### src/rtl/key_debounce.sv
// Key pad conditioner: 2-flop sync + stability-window FSM; long-press pulse built only with KEY_LONG_PRESS_EN.
// Press/release accepted DEBOUNCE_CYCLES+3 edges after the pad settles; no backpressure, outputs registered.
module key_debounce #(
    parameter int DEBOUNCE_CYCLES = 270000,
    parameter int LONG_CYCLES     = 27000000,
    parameter int KEY_ACTIVE_LOW  = 1,
    parameter int CNT_W           = 8
) (
    input  logic             clk,
    input  logic             rst_n,
    input  logic             key_in,
    output logic             key_level,
    output logic             key_press,
    output logic             key_release,
    output logic             key_long,
    output logic [CNT_W-1:0] press_count
);

    localparam int DW = (DEBOUNCE_CYCLES > 2) ? $clog2(DEBOUNCE_CYCLES) : 1;
    localparam logic [DW-1:0] D_MAX = DW'(DEBOUNCE_CYCLES - 1);

    generate
        if (DEBOUNCE_CYCLES < 2 || LONG_CYCLES < 2) begin : g_param_check
            $error("key_debounce: DEBOUNCE_CYCLES and LONG_CYCLES must be >= 2");
        end
    endgenerate

    typedef enum logic [1:0] {
        IDLE         = 2'd0,
        PRESS_WAIT   = 2'd1,
        HELD         = 2'd2,
        RELEASE_WAIT = 2'd3
    } state_t;

    state_t           r_state;
    logic             r_sync1;
    logic             r_sync2;
    logic [DW-1:0]    r_dcnt;
    logic             r_level;
    logic             r_press;
    logic             r_release;
    logic [CNT_W-1:0] r_count;
    logic             w_act;

    // Normalise the synchronised pad so that 1 always means pressed.
    assign w_act = (KEY_ACTIVE_LOW != 0) ? ~r_sync2 : r_sync2;

    always_ff @(posedge clk or negedge rst_n) begin
        if (!rst_n) begin
            r_sync1 <= (KEY_ACTIVE_LOW != 0);
            r_sync2 <= (KEY_ACTIVE_LOW != 0);
        end else begin
            r_sync1 <= key_in;
            r_sync2 <= r_sync1;
        end
    end

`ifdef KEY_LONG_PRESS_EN
    localparam int HW = (LONG_CYCLES > 2) ? $clog2(LONG_CYCLES) : 1;
    localparam logic [HW-1:0] H_MAX = HW'(LONG_CYCLES - 1);

    logic [HW-1:0] r_hcnt;
    logic          r_long_done;
    logic          r_long;

    assign key_long = r_long;
`else
    assign key_long = 1'b0;
`endif

    always_ff @(posedge clk or negedge rst_n) begin
        if (!rst_n) begin
            r_state     <= IDLE;
            r_dcnt      <= '0;
            r_level     <= 1'b0;
            r_press     <= 1'b0;
            r_release   <= 1'b0;
            r_count     <= '0;
`ifdef KEY_LONG_PRESS_EN
            r_hcnt      <= '0;
            r_long_done <= 1'b0;
            r_long      <= 1'b0;
`endif
        end else begin
            r_press   <= 1'b0;
            r_release <= 1'b0;
`ifdef KEY_LONG_PRESS_EN
            r_long    <= 1'b0;
`endif
            case (r_state)
                IDLE: begin
                    if (w_act) begin
                        r_state <= PRESS_WAIT;
                        r_dcnt  <= '0;
                    end
                end
                PRESS_WAIT: begin
                    if (!w_act) begin
                        r_state <= IDLE;
                    end else if (r_dcnt == D_MAX) begin
                        r_state     <= HELD;
                        r_level     <= 1'b1;
                        r_press     <= 1'b1;
                        r_count     <= r_count + 1'b1;
`ifdef KEY_LONG_PRESS_EN
                        r_hcnt      <= '0;
                        r_long_done <= 1'b0;
`endif
                    end else begin
                        r_dcnt <= r_dcnt + 1'b1;
                    end
                end
                HELD: begin
                    if (!w_act) begin
                        r_state <= RELEASE_WAIT;
                        r_dcnt  <= '0;
                    end
`ifdef KEY_LONG_PRESS_EN
                    // hcnt saturates at H_MAX so the long pulse fires once per press.
                    else if (r_hcnt == H_MAX) begin
                        if (!r_long_done) begin
                            r_long      <= 1'b1;
                            r_long_done <= 1'b1;
                        end
                    end else begin
                        r_hcnt <= r_hcnt + 1'b1;
                    end
`endif
                end
                RELEASE_WAIT: begin
                    if (w_act) begin
                        r_state <= HELD;
                    end else if (r_dcnt == D_MAX) begin
                        r_state   <= IDLE;
                        r_level   <= 1'b0;
                        r_release <= 1'b1;
                    end else begin
                        r_dcnt <= r_dcnt + 1'b1;
                    end
                end
                default: r_state <= IDLE;
            endcase
        end
    end

    assign key_level   = r_level;
    assign key_press   = r_press;
    assign key_release = r_release;
    assign press_count = r_count;

endmodule
### config.mk
export PLATFORM = sky130hd
export DESIGN_NAME = key_debounce
export DESIGN_NICKNAME = d
export VERILOG_FILES = /design/src/rtl/key_debounce.sv
export SDC_FILE = /design/constraint.sdc
export NUM_CORES = 1
export LEC_CHECK = 0
export ABC_AREA = 1
export BUFFER_PORTS_ARGS = -buffer_cell sky130_fd_sc_hd__buf_4
export CAP_MARGIN = 10
export CORE_UTILIZATION = 45
export DETAILED_ROUTE_END_ITERATION = 6
export PLACE_DENSITY_LB_ADDON = 0.2
export REMOVE_ABC_BUFFERS = 1
export SYNTH_ARGS = -nofsm -noshare
export SYNTH_HDL_FRONTEND = slang
export SYNTH_SLANG_ARGS = --single-unit
### constraint.sdc
create_clock -name clk -period 2.05 [get_ports clk]
set_clock_uncertainty 0.15 [all_clocks]
set_input_delay 0.41 -clock clk [delete_from_list [all_inputs] [get_ports clk]]
set_output_delay 0.41 -clock clk [all_outputs]
set_load 0.005 [all_outputs]
---- Yosys cells after proc, flatten, opt, wreduce, memory -nomap -nowiden ----
Index checks and enable logic that the tools add are counted.
storage, ports and cells
  register bits ........................... 34
  logic and storage cells ................. 52
operators by class
  $add $sub $neg .......................... 2
  eq/ne operators ......................... 12
  muxes and demuxes ....................... 23
  bitwise operators ....................... 1
  reductions and logical operators ........ 6
operators by type and width
  cell                                            count
  two-way mux 19 bit                              5
  case mux 19 bit (4 select lines)                1
  adder 19 x 1 -> 19 bit (second input constant)  1
  == test 19 bit (second input constant)          1
  two-way mux 2 bit                               6
  inequality test 2 bit (second input constant)   6
  two-way mux 1 bit                               9
  adder 8 x 1 -> 8 bit (second input constant)    1
  case mux 2 bit (4 select lines)                 1
  AND reduction 4 bit                             2
  inequality test 3 bit (second input constant)   2
  AND reduction 5 bit                             1
  == test 2 bit (second input constant)           2
  AND reduction 3 bit                             1
  == test 2 x 1 -> 1 bit (second input constant)  1
  logical NOT 2 bit                               1
  case mux 1 bit (2 select lines)                 1
  nonzero test 2 bit                              1
  NOT 1 bit                                       1

---- Logic depth before layout (Yosys ltp) ----
Gate-level depths: netlist (run 1).
  depth in word-level cells ............... 4
  depth in mapped cells ................... 10
  gate-level depth less buffers ........... 10

---- Worst setup path before layout (run 1) ----
No wires, ideal clock.
  path type ............................... register to register
  from .................................... reg r_dcnt[0]
  to ...................................... reg r_count[2] (netlist: press_count[2])
  data arrival time ....................... 1.355 ns
  data required time ...................... 1.777 ns
  slack ................................... 0.422 ns
  stages on the path, launching flop included .. 9
  buffers on the path ..................... 0
  clock period less this slack ............ 1.628 ns
  cell sequence ........................... dfrtp_1 > ha_1 > nand2_2 > nor2_2 > nand3_2 > nor2_4 > nand2_2 > o21ai_0 > nand2_1
between the ends
  longest elaborated chain between the ends .. 2
RTL lines
  element                               RTL line  text
  from (decl)                           38        logic [DW-1:0] r_dcnt;
  from (signal assigned)                110       r_dcnt <= r_dcnt + 1'b1;
  from (signal assigned)                138       r_dcnt <= r_dcnt + 1'b1;
  == test 19 bit                        100       end else if (r_dcnt == D_MAX) begin
  AND reduction 3 bit (no source line)  -
  to (signal assigned)                  104       r_count <= r_count + 1'b1;
  to (decl)                             42        logic [CNT_W-1:0] r_count;
Every way passes these cells.
A chain may end at the register's enable or synchronous reset.

---- Final worst setup path (run 1) ----
  from .................................... reg r_dcnt[0]
  to ...................................... reg r_count[7] (netlist: press_count[7])
The elaborated chain is that of the path after synthesis.

==> flow_summary.yaml, run 1 <==
routing:
  drc: 0
  met3_length_um: 195
  route.top_layer_used: "met4"
  drt_pre_antenna_iters: 4
  vias: 1775
  wl_per_cell_um: 11.8
  dr_wl_met2_um: 1880
  wl_met1_um: 2090
  wl_um: 4230
  viasPerCell: 4.96
  antenna_left: 0
  drtIter0Drc: 104
setup_path:
  path_class: "flop to flop"
  cp.buffers_inverters: 0
  slowest_delay_ps: 390
  cp_max_fo: 9
  cp_common_cell: "nand2_2"
  critPathTopFamily: "simple AND/OR/NAND/NOR gates"
  reg2reg_to: "press_count[7]"
  required_ps: 2080
  r2r_start: "r_dcnt[0]"
  path_cells: "ha_1 > nand2_2 > nor2_2 > nand3_2 > nor2_4 > nand2_2 > o21ai_0 > nand2_1"
  reg2reg_depth: 8
  startpoint_type: "flop"
  slowest_stage: "dfrtp_1"
  endpoint_kind: "flop"
  reg2reg_slack_ps: 250
  arrival_ps: 1830
clock_tree:
  clock_path_buffers: 2
  cts_root_buf: "clkbuf_8"
  clk_pin_slew_ps: 70
  h-tree-depth: 2
  clk_latency_ps: 290
  numCtsBuffers: 5
  cts_tree: "built"
  cts.sinks: 34
  cts_resized: 0
job:
  cap_violations: 0
placement:
  gp_congestion: 0.876
  dp.cells: 349
  port_buffers: 13
  hpwlAfterDp_um: 3130
sta:
  period_share_pct: 87.8
  setup_viol: 0
  hold_viol_final: 0
  final_max_slew_viol_count: 0
  finalCriticalPeriod_ps: 1800
  clock.fmax_mhz: 555
  setup_tns_ps: 0
  rsz0062_at_grt: "no"
cells_and_area:
  post-route-util_pct: 54.5
  fin_cells: 358
  nets: 310
  diodes: 0
  drive_above_1_share_pct: 16.3
  nFillCells: 407
  area_delta_synth_final_pct: 16.0
logic_synthesis:
  synth_cell_types: 26
  synth_top_area_cell: "dfrtp_1"
  syn_inst: 282
  synth-seq-area-share_pct: 41.7
  syn_avg_cell_area_sq_um: 7.25
  ys_warn_count: 0
  netlist_area_sq_um: 2050
  synth_area_leaders: "dfrtp_1 (39%), nand2_1 (17%), nor2_1 (6.8%)"
  synth-seq-cells: 34
  synth_top_area_share_pct: 39.1
power:
  ir_drop_mv: 0.426
  powerDensity_nw_per_um2: 642
  p_leak_uw: 0.00112
die:
  die_w_um: 69.4
  placementRows: 24
  core_sq_um: 4350
  initial_core_util_pct: 47.0
  die_h_um: 69.4
  ios: 15
  die_area_sq_um: 4820
global_route:
  track_usage_pct: 19.9
  antenna_found_initial: 0
  grt_pass1_wl_um: 7600
  first_global_vias: 1715
  grt_overflow: 0
  grt_max_degree: 35
worst_hold_path:
  worstHoldStart: "key_in"
  min_path_type: "input pin to flop"
  whs_path_depth: 1
  hold-path-endpoint: "r_sync1"
run_status:
  status: "finished, final reports clean"
routing by layer:
metal	up-vias	GRT usage (%)
li1	921	-
met1	813	26.8
met2	35	30.2
met3	6	4.94
met4	0	8.62
met5	-	0
stage by stage:
step / setup slack (ps) / total power [uW] / area [sq um] / hold slack [ps]
floorplan: 422 / 734 / 2010 / -35.6
global placement: 301 / 765 / 2220 / 196
detailed placement: 233 / 767 / 2220 / 198
CTS: 220 / 1550 / 2370 / 67.4
global route: 42.6 / 1590 / 2370 / 55.6
finish: 249 / 1520 / 2370 / 77.4
logic make-up (layout without fill, tap and decap cells):
group,Yosys count,after routing,synth area share [%]
adder cells (fa/ha/maj),2,2,1.22
XOR/XNOR,9,9,3.85
AND/OR/NAND/NOR,167,167,34.8
other,1,1,0.183
AO/OA/AOI/OAI,28,28,9.79
flip-flops,34,34,41.7
buffers and inverters,41,65,8.44
layout make-up:
cell class	instances	area, sq um	area share (%)
Sequential cell	34	853	36.0
Clock inverter	2	60.1	2.53
Inverter	37	139	5.85
Multi-Input combinational cell	207	1020	43.0
Clock buffer	6	82.6	3.48
Timing Repair Buffer	20	153	6.43
Tap cell	52	65.1	2.74
worst max path at each step:
stage / endpoint / startpoint / cells after the start
floorplan: press_count[2] / r_dcnt[0] / 8
global placement: press_count[7] / r_dcnt[0] / 8
detailed placement: press_count[4] / r_dcnt[0] / 8
CTS: press_count[4] / r_dcnt[0] / 8
global route: press_count[2] / r_dcnt[0] / 8
finish: press_count[7] / r_dcnt[0] / 8
flip-flops by register name, summed over array words and instances, names as in the netlist, named ones only:
| signal | flops |
|---|---|
| r_sync1 | 1 |
| press_count | 8 |
| r_dcnt | 19 |
| key_press | 1 |
| r_sync2 | 1 |
| key_level | 1 |
| r_state | 1 |
| key_release | 1 |
placed cells by master, fill, tap and decap left out, drive strengths merged:
| master | instances |
|---|---|
| nand2 | 95 |
| nor2 | 39 |
| inv | 37 |
| dfrtp | 32 |
| o21ai | 25 |
| nand3 | 21 |
| buf | 19 |
| nand4 | 7 |
| xor2 | 7 |
| clkbuf | 6 |
| nor3 | 4 |
| o21bai | 2 |
| xnor2 | 2 |
| ha | 2 |
| bufinv | 2 |
| dfstp | 2 |
| o21a | 1 |
| nand3b | 1 |
| conb | 1 |
| dlygate4sd3 | 1 |
timing repair:
| action | in CTS | in global routing |
|---|---|---|
| buffers inserted | 0 | 0 |
| hold endpoints to repair | 32 | 0 |
| hold buffers | 1 | 0 |
cells in the mapped netlist, drive strengths merged:
library cell / instances
buf: 3
clkbuf: 1
conb: 1
dfrtp: 32
dfstp: 2
ha: 2
inv: 37
nand2: 95
nand3: 21
nand3b: 1
nand4: 7
nor2: 39
nor3: 4
o21a: 1
o21ai: 25
o21bai: 2
xnor2: 2
xor2: 7
report_power, final:
part | leakage, uW | switching, uW | internal [uW]
Sequential | 0.000464 | 9.31 | 682
Combinational | 0.000581 | 41.9 | 20.0
Clock | 0.0000714 | 252 | 519
Total | 0.00112 | 303 | 1220
(Power assumes the default switching activity.)
==> run 2: changes to the inputs <==
- ABC_AREA: 1 -> 0
- CAP_MARGIN: 10 -> default
==> flow_summary.yaml, run 2 <==
logic_synthesis:
  ys_warn_count: 0
  yosys_most_used_dff: "dfrtp_1"
  synth_edf_count: 0
  netlist_area_sq_um: 1770
  synth-seq-cells: 34
  synth_top_area_share_pct: 45.1
  synth-seq-area-share_pct: 48.1
  syn_inst: 186
  synthArstFlopShare_pct: 100
  synth_top_cells_by_count: "dfrtp_1 (32), nand2_1 (30), nand3_1 (10)"
  syn_avg_cell_area_sq_um: 9.54
  synthMostInstantiatedCell: "dfrtp_1"
  synth_area_leaders: "dfrtp_1 (45%), nand2_1 (6.3%), dfstp_2 (3.0%)"
  synth_top_area_cell: "dfrtp_1"
  synth_cell_types: 49
sta:
  setup_ws_ps: -173
  clock.fmax_mhz: 450
  whs_ps: 74.9
  finalCriticalPeriod_ps: 2220
  final_max_slew_viol_count: 0
  setup_viol: 23
  slew_headroom_pct: 66.4
  rsz0062_at_grt: "yes"
  tightest_slew_ps: 500
  hold_viol_final: 0
  period_share_pct: 108
clock_tree:
  cts_tree: "built"
  cts.sinks: 34
  h-tree-depth: 2
  clk_latency_ps: 290
  numCtsBuffers: 5
  cts_root_buf: "clkbuf_8"
  clock_path_buffers: 2
  clk_pin_slew_ps: 70
cells_and_area:
  area_delta_synth_final_pct: 35.0
  largest_register_ffs: 19
  post-route-util_pct: 64.5
  regMostFlops: "r_dcnt"
  nFillCells: 312
  diodes: 0
  nets: 242
  layout_common_cells: "buf_4 (48), dfrtp_1 (32), nand2_1 (29)"
  final_common_cell: "buf_4"
  drive_above_1_share_pct: 32.8
power:
  power.internal_uw: 988
  seqPwrFrac_pct: 53.3
  power.share.switching_pct: 26.1
  powerDensity_nw_per_um2: 558
  p_sw_uw: 349
  p_leak_uw: 0.00116
  combPwrFrac_pct: 9.9
  power_frac_clock_pct: 36.8
  ir_drop_mv: 0.408
setup_path:
  startpoint_type: "flop"
  arrival_ps: 2250
  cp_max_fo: 4
  path_class: "flop to flop"
  slowest_delay_ps: 550
  path_cells: "or4_4 > nor4_4 > nand3_2 > nor3_4 > mux2_4"
  endpoint_kind: "flop"
  slowest_stage: "or4_4"
  required_ps: 2080
global_route:
  grt_pass1_wl_um: 7990
  antenna_found_initial: 0
  grt_overflow: 0
  first_global_vias: 1706
  grt_max_degree: 35
  track_usage_pct: 25.4
die:
  placementRows: 22
  initial_core_util_pct: 47.7
  die_area_sq_um: 4200
  die_h_um: 64.8
  die_w_um: 64.8
  ios: 15
  core_sq_um: 3720
routing:
  drtIter0Drc: 130
  vias: 1674
  wl_um: 4690
  antenna_left: 0
  viasPerCell: 5.85
  drt_pre_antenna_iters: 4
  wl_per_cell_um: 16.4
  drc: 0
run_status:
  status: "finished with violations"
  violations: "setup timing"
placement:
  gp_congestion: 0.883
  port_buffers: 13
  hpwlAfterDp_um: 3160
  place_ws_ps: -294
job:
  cap_violations: 0
worst_hold_path:
  min_path_type: "input pin to flop"
run 2: cell count changes in the layout (fill, tap and decap cells not counted), sizes merged, moves of 5 or more:
cell	delta
nand3	-11
buf	+32
inv	-34
nor2	-33
a21oi	+6
o21ai	-13
nand2	-65
and3	+5
nor4	+6
a22o	+5
run 2: layer usage:
| metal | up-vias | share of wire (%) | track usage [%] |
|---|---|---|---|
| met4 | 0 | 1.7 | 9.17 |
| met1 | 827 | 45 | 33.4 |
| met5 | - | 0 | 0 |
| li1 | 790 | - | - |
| met2 | 47 | 48 | 40.6 |
| met3 | 10 | 5.2 | 5.81 |
run 2: kinds of logic (layout without fill, tap and decap cells):
kind of cell	Yosys count	count (layout)	share of synthesized area, %
AO/OA/AOI/OAI	38	38	14.4
multiplexers	2	2	1.20
flip-flops	34	34	48.1
XOR/XNOR	9	9	4.44
AND/OR/NAND/NOR	89	89	27.7
other	1	1	0.211
adder cells (fa/ha/maj)	2	2	1.41
buffers and inverters	11	63	2.54
run 2: timing repair:
item                       in CTS  in global routing
gates resized for setup        17                  6
buffers inserted                3                  3
hold endpoints to repair       32                  0
setup endpoints to repair      11                 26
pin swaps                      17                  6
hold buffers                    1                  0
run 2: cell type report:
| class | count | area (sq um) | share of cell area (%) |
|---|---|---|---|
| multi-input combinational | 141 | 985 | 41.1 |
| timing repair buffer | 52 | 404 | 16.9 |
| inverter | 3 | 11.3 | 0.470 |
| clock inverter | 2 | 10.0 | 0.418 |
| tap | 48 | 60.1 | 2.51 |
| sequential | 34 | 853 | 35.6 |
| clock buffer | 6 | 72.6 | 3.03 |
run 2: stage by stage:
step                      instances  cell area [sq um]  setup TNS, ps  power (uW)
final                           286               2400          -1020        1340
after global routing            286               2400          -2460        1380
after CTS                       283               2340           -574        1340
after detailed placement        271               2140          -1390         845
after global placement          271               2140           -962         838
after floorplan                 178               1740           -784         774
run 2: final timing paths:
kind	to	slack [ps]	startpoint	cells after the start
max reg2reg	press_count[1]	-170	r_dcnt[8]	5
max	press_count[1]	-170	r_dcnt[8]	5
min reg2reg	r_sync2	210	r_sync1	0
min	r_sync1	70	key_in	1
max in group asynchronous	r_sync1	960	rst_n	2
min in group asynchronous	r_dcnt[17]	450	rst_n	2
run 2: power groups by stage:
stage / clock network (uW) / logic [uW] / registers [uW]
3_3_place_gp: 0 / 118 / 720
3_5_place_dp: 0 / 124 / 721
5_1_grt: 520 / 148 / 714
4_1_cts: 502 / 127 / 709
6_report: 492 / 133 / 712
2_1_floorplan: 0 / 44.2 / 730
run 2: critical path: cells and delay by family (launching register included):
family / cells / cell delay (ps)
DFF: 1 / 410
muxes: 1 / 320
and+or+nand+nor: 4 / 1230
==> run 3: changes to the inputs <==
- CORE_UTILIZATION: 45 -> 40
- TNS_END_PERCENT: default -> 30
==> flow_summary.yaml, run 3 (same netlist as run 2, synthesis figures left out) <==
run_status:
  status: "finished with violations"
  violations: "setup timing"
die:
  die_h_um: 68.6
  die_area_sq_um: 4710
  core_sq_um: 4120
  placementRows: 23
  initial_core_util_pct: 43.1
  die_w_um: 68.6
  ios: 15
setup_path:
  path_cells: "ha_4 > nand4_4 > or3_4 > or4_4 > or4_1 > nand3_1"
  slowest_stage: "or4_4"
  startpoint_type: "flop"
  arrival_ps: 2270
  cp.buffers_inverters: 0
  required_ps: 2130
  critPathTopFamily: "simple AND/OR/NAND/NOR gates"
  slowest_delay_ps: 430
  path_class: "flop to flop"
  endpoint_kind: "flop"
  cp_max_fo: 2
cells_and_area:
  nets: 244
  final_common_cell: "buf_4"
  fin_area_sq_um: 2520
  largest_register_ffs: 19
  diodes: 0
  drive_above_1_share_pct: 35.8
  area_delta_synth_final_pct: 42.0
  regMostFlops: "r_dcnt"
  layout_common_cells: "buf_4 (47), dfrtp_1 (32), nand2_1 (30)"
global_route:
  track_usage_pct: 23.1
  antenna_found_initial: 0
  grt_max_degree: 35
  grt_overflow: 0
  grt_pass1_wl_um: 7740
  first_global_vias: 1610
sta:
  final_max_slew_viol_count: 0
  setup_viol: 24
  finalCriticalPeriod_ps: 2190
  slew_headroom_pct: 67.0
  tightest_slew_ps: 491
  period_share_pct: 107
  setup_tns_ps: -1440
  clock.fmax_mhz: 456
  whs_ps: 64.4
  rsz0062_at_grt: "yes"
  setup_ws_ps: -145
  hold_viol_final: 0
clock_tree:
  clk_pin_slew_ps: 80
  cts_tree: "built"
  clk_latency_ps: 290
  cts_root_buf: "clkbuf_8"
  numCtsBuffers: 5
  clock_path_buffers: 2
  cts.sinks: 34
  h-tree-depth: 2
power:
  power.share.switching_pct: 22.9
  p_leak_uw: 0.00121
  combPwrFrac_pct: 9.0
  seqPwrFrac_pct: 44.1
  power_frac_clock_pct: 46.9
  p_sw_uw: 369
  ir_drop_mv: 0.471
  powerDensity_nw_per_um2: 641
  power.internal_uw: 1250
placement:
  place_ws_ps: -285
  gp_congestion: 0.878
  placed_area_sq_um: 2160
  hpwlAfterDp_um: 3190
  port_buffers: 13
routing:
  antenna_left: 0
  viasPerCell: 5.87
  drtIter0Drc: 137
  wl_um: 4890
  drc: 0
  vias: 1703
  drt_pre_antenna_iters: 4
  wl_per_cell_um: 16.9
worst_hold_path:
  min_path_type: "input pin to flop"
job:
  cap_violations: 0
[run 3: final cells by class]
type | instances | area (sq um)
Clock buffer | 5 | 68.8
Inverter | 3 | 11.3
Fill cell | 347 | 1600
Tap cell | 50 | 62.6
Sequential cell | 34 | 853
Timing Repair Buffer | 54 | 430
Clock inverter | 3 | 68.8
Multi-Input combinational cell | 141 | 1020
[run 3: what timing repair did]
item	CTS	global route
endpoints found under the hold margin	32	0
setup endpoints to repair	9	29
hold buffers	1	0
resized for setup	12	21
setup buffers	2	3
pin swaps	8	20
[run 3: final timing paths]
path / slack, ps / cells after the start / to / from
max: -140 / 6 / r_dcnt[18] / r_dcnt[0]
min: 60 / 1 / r_sync1 / key_in
max reg2reg: -140 / 6 / r_dcnt[18] / r_dcnt[0]
min reg2reg: 210 / 0 / r_sync2 / r_sync1
max in group asynchronous: 960 / 2 / r_sync1 / rst_n
min in group asynchronous: 440 / 2 / r_dcnt[13] / rst_n
[run 3: stage by stage]
stage / cells / total power (uW) / utilization (%)
5_1_grt: 290 / 1660 / 61.2
2_1_floorplan: 178 / 774 / -
3_3_place_gp: 276 / 843 / 52.6
3_5_place_dp: 276 / 849 / 52.6
6_report: 290 / 1620 / 61.2
4_1_cts: 287 / 1610 / 58.3
[run 3: power by group through the flow]
| stage | Clock (uW) | Sequential [uW] | Combinational [uW] |
|---|---|---|---|
| floorplan | 0 | 730 | 44.2 |
| global placement | 0 | 720 | 122 |
| detailed placement | 0 | 722 | 127 |
| CTS | 767 | 712 | 134 |
| global route | 785 | 714 | 162 |
| finish | 758 | 712 | 146 |
[run 3: worst reg2reg max path, stage by stage (launching register included)]
cell,delay [ps]
dfrtp_1,410
ha_4,170
nand4_4,100
or3_4,380
or4_4,430
or4_1,400
nand3_1,90
[run 3: routing by layer]
layer | global-route usage [%] | up-vias | share of wire [%]
met1 | 30.0 | 843 | 44
li1 | - | 791 | -
met3 | 4.61 | 9 | 5.1
met2 | 36.8 | 60 | 49
met4 | 11.2 | 0 | 1.6
met5 | 0 | - | 0
